**config.mk**
```make
export PLATFORM = sky130hd
export DESIGN_NAME = invert_arbiter
export DESIGN_NICKNAME = d
export VERILOG_FILES = /design/src/rtl/invert_arbiter.sv
export SDC_FILE = /design/constraint.sdc
export NUM_CORES = 1
export LEC_CHECK = 0
export CELL_PAD_IN_SITES_DETAIL_PLACEMENT = 1
export CELL_PAD_IN_SITES_GLOBAL_PLACEMENT = 2
export CORE_ASPECT_RATIO = 1.5
export CORE_MARGIN = 2
export CORE_UTILIZATION = 24
export DETAILED_ROUTE_END_ITERATION = 8
export GPL_TIMING_DRIVEN = 0
export PLACE_DENSITY_LB_ADDON = 0.1
export SYNTH_ARGS = -nofsm -noshare
export SYNTH_HDL_FRONTEND = slang
export SYNTH_SLANG_ARGS = --single-unit
```
**constraint.sdc**
```tcl
create_clock -name clk -period 1.8 [get_ports clk]
set_input_delay 0.18 -clock clk [delete_from_list [all_inputs] [get_ports clk]]
set_output_delay 0.18 -clock clk [all_outputs]
set_load 0.02 [all_outputs]
```
**src/rtl/invert_arbiter.sv**
```systemverilog
// Round-robin arbiter sharing one registered inverter between NUM_REQ requesters.
// Define INVERT_ARB_FIXED_PRIO_EN for fixed priority (requester 0 highest).
module invert_arbiter #(
  parameter int NUM_REQ    = 4,
  parameter int DATA_WIDTH = 8,
  parameter int ID_WIDTH   = 2
) (
  input  logic                          clk,
  input  logic                          rst,
  input  logic [NUM_REQ-1:0]            req_valid,
  input  logic [NUM_REQ*DATA_WIDTH-1:0] req_data,
  output logic [NUM_REQ-1:0]            req_ready,
  output logic                          rsp_valid,
  output logic [DATA_WIDTH-1:0]         rsp_data,
  output logic [ID_WIDTH-1:0]           rsp_id,
  input  logic                          rsp_ready
);

  typedef enum logic [1:0] {
    IDLE   = 2'd0,
    INVERT = 2'd1,
    RESP   = 2'd2
  } state_e;

  state_e                state_q, state_d;
  logic [ID_WIDTH-1:0]   start_idx;
  logic [ID_WIDTH-1:0]   win_idx;
  logic                  found;
  logic                  accept;
  logic [DATA_WIDTH-1:0] opnd_q, opnd_d;
  logic [ID_WIDTH-1:0]   id_q, id_d;
  logic                  rsp_valid_q, rsp_valid_d;
  logic [DATA_WIDTH-1:0] rsp_data_q, rsp_data_d;
  logic [ID_WIDTH-1:0]   rsp_id_q, rsp_id_d;

`ifdef INVERT_ARB_FIXED_PRIO_EN
  assign start_idx = '0;
`else
  logic [ID_WIDTH-1:0] rr_ptr_q, rr_ptr_d;

  always_comb begin
    rr_ptr_d = rr_ptr_q;
    if (accept) begin
      rr_ptr_d = (int'(win_idx) == NUM_REQ - 1)
               ? '0 : win_idx + ID_WIDTH'(1);
    end
  end

  always_ff @(posedge clk) begin
    if (rst) rr_ptr_q <= '0;
    else     rr_ptr_q <= rr_ptr_d;
  end

  assign start_idx = rr_ptr_q;
`endif

  // Circular search starting at start_idx; first valid wins.
  always_comb begin
    int idx;
    found   = 1'b0;
    win_idx = '0;
    idx     = 0;
    for (int k = 0; k < NUM_REQ; k++) begin
      idx = int'(start_idx) + k;
      if (idx >= NUM_REQ) idx = idx - NUM_REQ;
      if (!found && req_valid[idx]) begin
        found   = 1'b1;
        win_idx = ID_WIDTH'(idx);
      end
    end
  end

  assign accept = (state_q == IDLE) && found && !rst;

  always_comb begin
    req_ready = '0;
    if (accept) begin
      req_ready = {{(NUM_REQ-1){1'b0}}, 1'b1} << win_idx;
    end
  end

  always_comb begin
    state_d     = state_q;
    opnd_d      = opnd_q;
    id_d        = id_q;
    rsp_valid_d = rsp_valid_q;
    rsp_data_d  = rsp_data_q;
    rsp_id_d    = rsp_id_q;
    unique case (state_q)
      IDLE: begin
        if (accept) begin
          opnd_d  = req_data[win_idx*DATA_WIDTH +: DATA_WIDTH];
          id_d    = win_idx;
          state_d = INVERT;
        end
      end
      INVERT: begin
        rsp_data_d  = ~opnd_q;
        rsp_id_d    = id_q;
        rsp_valid_d = 1'b1;
        state_d     = RESP;
      end
      RESP: begin
        if (rsp_ready) begin
          rsp_valid_d = 1'b0;
          state_d     = IDLE;
        end
      end
      default: state_d = IDLE;
    endcase
  end

  always_ff @(posedge clk) begin
    if (rst) begin
      state_q     <= IDLE;
      opnd_q      <= '0;
      id_q        <= '0;
      rsp_valid_q <= 1'b0;
      rsp_data_q  <= '0;
      rsp_id_q    <= '0;
    end else begin
      state_q     <= state_d;
      opnd_q      <= opnd_d;
      id_q        <= id_d;
      rsp_valid_q <= rsp_valid_d;
      rsp_data_q  <= rsp_data_d;
      rsp_id_q    <= rsp_id_d;
    end
  end

  assign rsp_valid = rsp_valid_q;
  assign rsp_data  = rsp_data_q;
  assign rsp_id    = rsp_id_q;

endmodule
```
## Word level (Yosys, flattened, before mapping)

Index checks and enable logic that the tools add are counted.

| storage, ports and cells | value |
|---|---|
| flip-flop bits (word level) | 25 |
| latch bits | 0 |
| bits in writable memories | 0 |
| bits in read-only memories | 0 |
| bits of input ports | 39 |
| output and inout bits | 15 |
| word-level logic and storage cells | 76 |
| memories | 0 |

| cells by class | value |
|---|---|
| add/subtract/negate cells | 8 |
| multiply operators | 0 |
| divide/modulo/power cells | 0 |
| magnitude comparators | 8 |
| equality and inequality tests | 5 |
| shift-type cells | 2 |
| multiplexer cells | 31 |
| bitwise logic cells | 1 |
| reduce and logical (&&, ||, !) cells | 14 |

Operators by type and width:

| kind | number |
|---|---|
| 32-bit by 4-bit less-than comparator with 1-bit output, second input constant | 4 |
| 32-bit 2-to-1 mux | 4 |
| 32-bit by 6-bit variable part select with 8-bit output | 1 |
| 2-bit 2-to-1 mux | 7 |
| 1-bit 2-to-1 mux | 13 |
| 3-bit by 3-bit subtractor with 4-bit output, second input constant | 3 |
| 3-bit greater-or-equal comparator, second input constant | 3 |
| 1-bit binary-select mux with 2-bit select | 4 |
| 8-bit NOT | 1 |
| 2-bit by 2-bit adder with 3-bit output, second input constant | 2 |
| 2-bit one-hot mux with 3 select lines | 1 |
| 2-bit AND reduction | 3 |
| 1-bit logical AND | 5 |
| 2-bit by 1-bit == test with 1-bit output, second input constant | 2 |
| 1-bit zero test | 4 |
| 4-bit 2-to-1 mux | 1 |
| 2-bit != test, second input constant | 2 |
| 1-bit by 2-bit << shifter with 4-bit output, first input constant | 1 |
| 2-bit by 3-bit subtractor with 4-bit output, second input constant | 1 |
| 2-bit by 1-bit adder with 3-bit output, second input constant | 1 |
| 2-bit by 3-bit greater-or-equal comparator with 1-bit output, second input constant | 1 |
| 2-bit by 1-bit adder with 2-bit output, second input constant | 1 |
| 2-bit == test, second input constant | 1 |
| 2-bit zero test | 1 |
| other kinds (2) | 2 |

## Logic depth before layout (Yosys ltp)

| depth | value |
|---|---|
| depth after elaboration | 19 |
| gate-level depth with buffers | 6 |
| gate-level depth less buffers | 5 |

## Worst setup path before layout

Ideal clock, no wire load.

| timing | value |
|---|---|
| path type | register to output |
| start point | register state_q[1] |
| end point | output req_ready[2] |
| data arrival time | 1.598 ns |
| data required time | 1.620 ns |
| setup slack | 0.022 ns |
| stages on the path, launching flop included | 3 |
| buffers on the path | 0 |
| path through | dfxtp_1 > or4_4 > nor4_1 |

| between the ends | value |
|---|---|
| cells in the longest elaborated chain, start to end | 4 |

Ends and longest elaborated chain:

| what | line | source |
|---|---|---|
| start, declared | 25 | `state_e state_q, state_d;` |
| start signal, assigned | 122 | `state_q <= state_d;` |
| 2-bit zero test | 73 | `assign accept = (state_q == IDLE) && found && !rst;` |
| 1-bit logical AND (2 in a row) | 73 |  |
| 4-bit 2-to-1 mux | 77 | `if (accept) begin` |
| end, declared | 12 | `output logic [NUM_REQ-1:0] req_ready,` |

No other way between the ends.

## Worst setup path after layout

| timing | value |
|---|---|
| start point | register state_q[0] |
| end point | output req_ready[1] |

Same word-level chain as after synthesis.

==> run metrics <==
run status=complete, no violations; number of setup violations in the final report=0; starting density of the core=0.246; Syn-to-layout area delta=65.2%; CTS buffer count=3; CTS Root Buffer Type=sky130_fd_sc_hd__clkbuf_8; Worst Setup Path Type=flop to output port; worst min-delay path endpoint=rsp_data[0]; internal power contribution=1.09 mW; average size of a mapped cell=9.92 sq um; Chip Height=92.0 um; via density per instance=4.65; highest-delay cell along the critical path=sky130_fd_sc_hd__or4_4; Tightest Pin Transition=0.527 ns; fraction of the yosys area taken by sequential cells=0.404; remaining antenna violation count=0; main area contributors after synthesis=sky130_fd_sc_hd__dfxtp_1 (40%), sky130_fd_sc_hd__mux2i_1 (13%), sky130_fd_sc_hd__o221ai_1 (5.7%); max incr delay on CP=0.58 ns; buffers from clock root to sink, at most=2; core outline area=0.00504 sq mm; later-pin clock latency in the skew report=0.27 ns; clock input transition at the sequential cells of the worst setup and hold paths=0.09 ns; CTS tree=yes; number of max-slew violations in the final report=0; Critical Path Sink Type=output port; Post-synth EDFFs=0; number of inserted diodes=0; hold path depth=1; hold path startpoint=opnd_q[0]; IO Count=54; crit path max fanout=4; global router's overall resource usage=0.142; Static Leak=0.816 nW; Crit Reg-Reg Startpoint=state_q[0]; die width=62.7 um; maximum clock frequency=561 MHz; count of filler cells inserted in the layout=607; hpwl dp=2900 um; unrepaired setup endpoints after global routing=true; power density normalized to cell area=782 mW/mm^2; clock share of power=0.212; routability congestion estimate from global placement=0.754; die area=0.00577 sq mm; endpoint of the lowest-slack register-to-register path=opnd_q[3]; leading cell types in the layout, fill and taps excluded=sky130_fd_sc_hd__clkdlybuf4s50_1 (44), sky130_fd_sc_hd__dfxtp_1 (21), sky130_fd_sc_hd__buf_4 (19), sky130_fd_sc_hd__nor2_1 (16), sky130_fd_sc_hd__mux2i_1 (16); net count reported at finish=235; initial antenna violation count=0; fraction of post-synthesis cell area in the top cell type by area=0.404; post-route clock skew=0.00320 ns; Worst Path Arrival=1.60 ns; class of the tightest hold or removal check=flop to flop; relative contribution of sequential cells to total power=0.426; worst path bufs/invs=2; floorplan row count=32; total standard cell area after synthesis=0.00124 sq mm; critical path required time=1.62 ns; vias=1,223; net switching share of the total power=0.319; depth of the worst register-to-register path=5; Wirelength per Cell=15.1 um; total global routing overflow=0; largest net degree at the start of global routing=15; number of max-cap violations=0; kind of start point of the critical path=flop; proportion of register bits with asynchronous set or reset after synthesis=0; count of distinct cell types in the synthesized netlist=29; synthesized net count=164; R2R setup slack=0.08 ns; final critical delay including setup and external delays=1.78 ns; Final Total Pwr=1.60 mW; most common library cell in the layout ignoring fill and taps=sky130_fd_sc_hd__clkdlybuf4s50_1; first-pass GRT wire length=6440 um; IR drop worst, VDD=0.297 mV; H-tree Lvls=1; final routed DRC violation total=0; tightest slew margin relative to the limit=0.648; yosys synthesis warning count=0; I/O Buffers=53; share of the cycle needed by the critical path after routing=0.990; count of routing violations after the opening detailed-route iteration=30; P_sw=0.511 mW; Min Hold Slack=0.445 ns; Synth area leader=sky130_fd_sc_hd__dfxtp_1; CP Cell Sequence=or4_4, clkinv_4, o21ai_4, nor2b_1, buf_4; instance count of the mapped netlist=125; combinational cell fraction of total power=0.362; Largest delay share family, worst path=simple AND/OR/NAND/NOR gates; Final Hold Viols=0; top_reg_cell synth=sky130_fd_sc_hd__dfxtp_1; #FFs+latches synth=25; number of sinks driven by the clock tree=25; fraction of layout cells with a size suffix above 1=0.241; length of the first detailed-routing pass in iterations=4; post-detailed-routing wire length=3980 um; vias in the first global route=1,309
==> registers in the layout (all words and copies together) (netlist names) <==
name / flops
id_q: 2
opnd_q: 8
rsp_id: 2
rsp_data: 8
rsp_valid: 1
state_q: 2
rr_ptr_q: 2
==> metrics by stage <==
step	cells	area, sq um	utilization	setup slack (ns)	setup TNS, ns
4_1_cts	259	2010	0.398	-0.0418	-0.0433
6_report	263	2050	0.406	0.0173	0
3_3_place_gp	246	1860	0.368	-0.786	-6.45
2_1_floorplan	125	1240	-	0.0221	0
5_1_grt	263	2050	0.406	-0.0585	-0.124
3_5_place_dp	246	1860	0.368	-0.888	-7.55
==> synthesized netlist by cell type, drive strengths merged (2+ instances only) <==
| master | n |
|---|---|
| dfxtp | 25 |
| nor2 | 18 |
| mux2i | 16 |
| nand3b | 9 |
| o221ai | 8 |
| a211oi | 7 |
| a21oi | 7 |
| nand2 | 7 |
| nor2b | 6 |
| clkbuf | 4 |
| nor4 | 3 |
| buf | 2 |
| nand2b | 2 |
| o21ai | 2 |
==> cell type report <==
cell class | count | area (sq um) | share of cell area
sequential | 25 | 510 | 0.249
multi-input combinational | 93 | 754 | 0.368
buffer | 4 | 17.5 | 0.00855
clock buffer | 3 | 41.3 | 0.0202
tap | 68 | 85.1 | 0.0415
clock inverter | 1 | 5.00 | 0.00244
timing repair buffer | 68 | 626 | 0.305
inverter | 1 | 8.76 | 0.00428
==> per-layer routing <==
metal	global-route usage	vias to the layer above	wire length (um)
met3	0.0160	2	149
met5	0	-	0
li1	-	604	-
met2	0.281	34	2270
met4	0.0333	0	27
met1	0.156	583	1540
==> how the worst max path moves through the flow <==
stage	endpoint	cells after the start	slack, ns	startpoint
after floorplan	req_ready[2]	2	0.02	state_q[1]
final	req_ready[1]	5	0.02	state_q[0]
after global placement	req_ready[0]	7	-0.79	req_valid[3]
after detailed placement	req_ready[0]	7	-0.89	req_valid[3]
after global routing	req_ready[1]	5	-0.06	state_q[0]
after CTS	req_ready[2]	3	-0.04	state_q[1]
==> worst register-to-register path, delay by kind of cell (launching register included) <==
family	cells	cell delay, ns
compound gates	1	0.29
buf+inv	2	0.21
simple gates	2	0.81
flops	1	0.33
==> power groups by stage <==
stage | Clock [mW] | Sequential, mW | Combinational (mW)
4_1_cts | 0.355 | 0.683 | 0.567
5_1_grt | 0.376 | 0.695 | 0.628
2_1_floorplan | 0 | 0.711 | 0.269
3_3_place_gp | 0 | 0.691 | 0.508
6_report | 0.340 | 0.683 | 0.579
3_5_place_dp | 0 | 0.693 | 0.522
==> repair_timing <==
action,CTS,global route
setup buffers,9,6
hold buffers,0,0
pin swaps,6,5
gates cloned,0,0
gates resized for setup,42,6
setup endpoints to repair,13,12
==> logic make-up after synthesis <==
kind of cell	share of synthesized area
XOR/XNOR	0.00706
AND/OR/NAND/NOR	0.260
multiplexers	0.129
AO/OA/AOI/OAI	0.168
flip-flops	0.404
buffers and inverters	0.0323
Note: power is estimated with default switching activity, not from simulation.
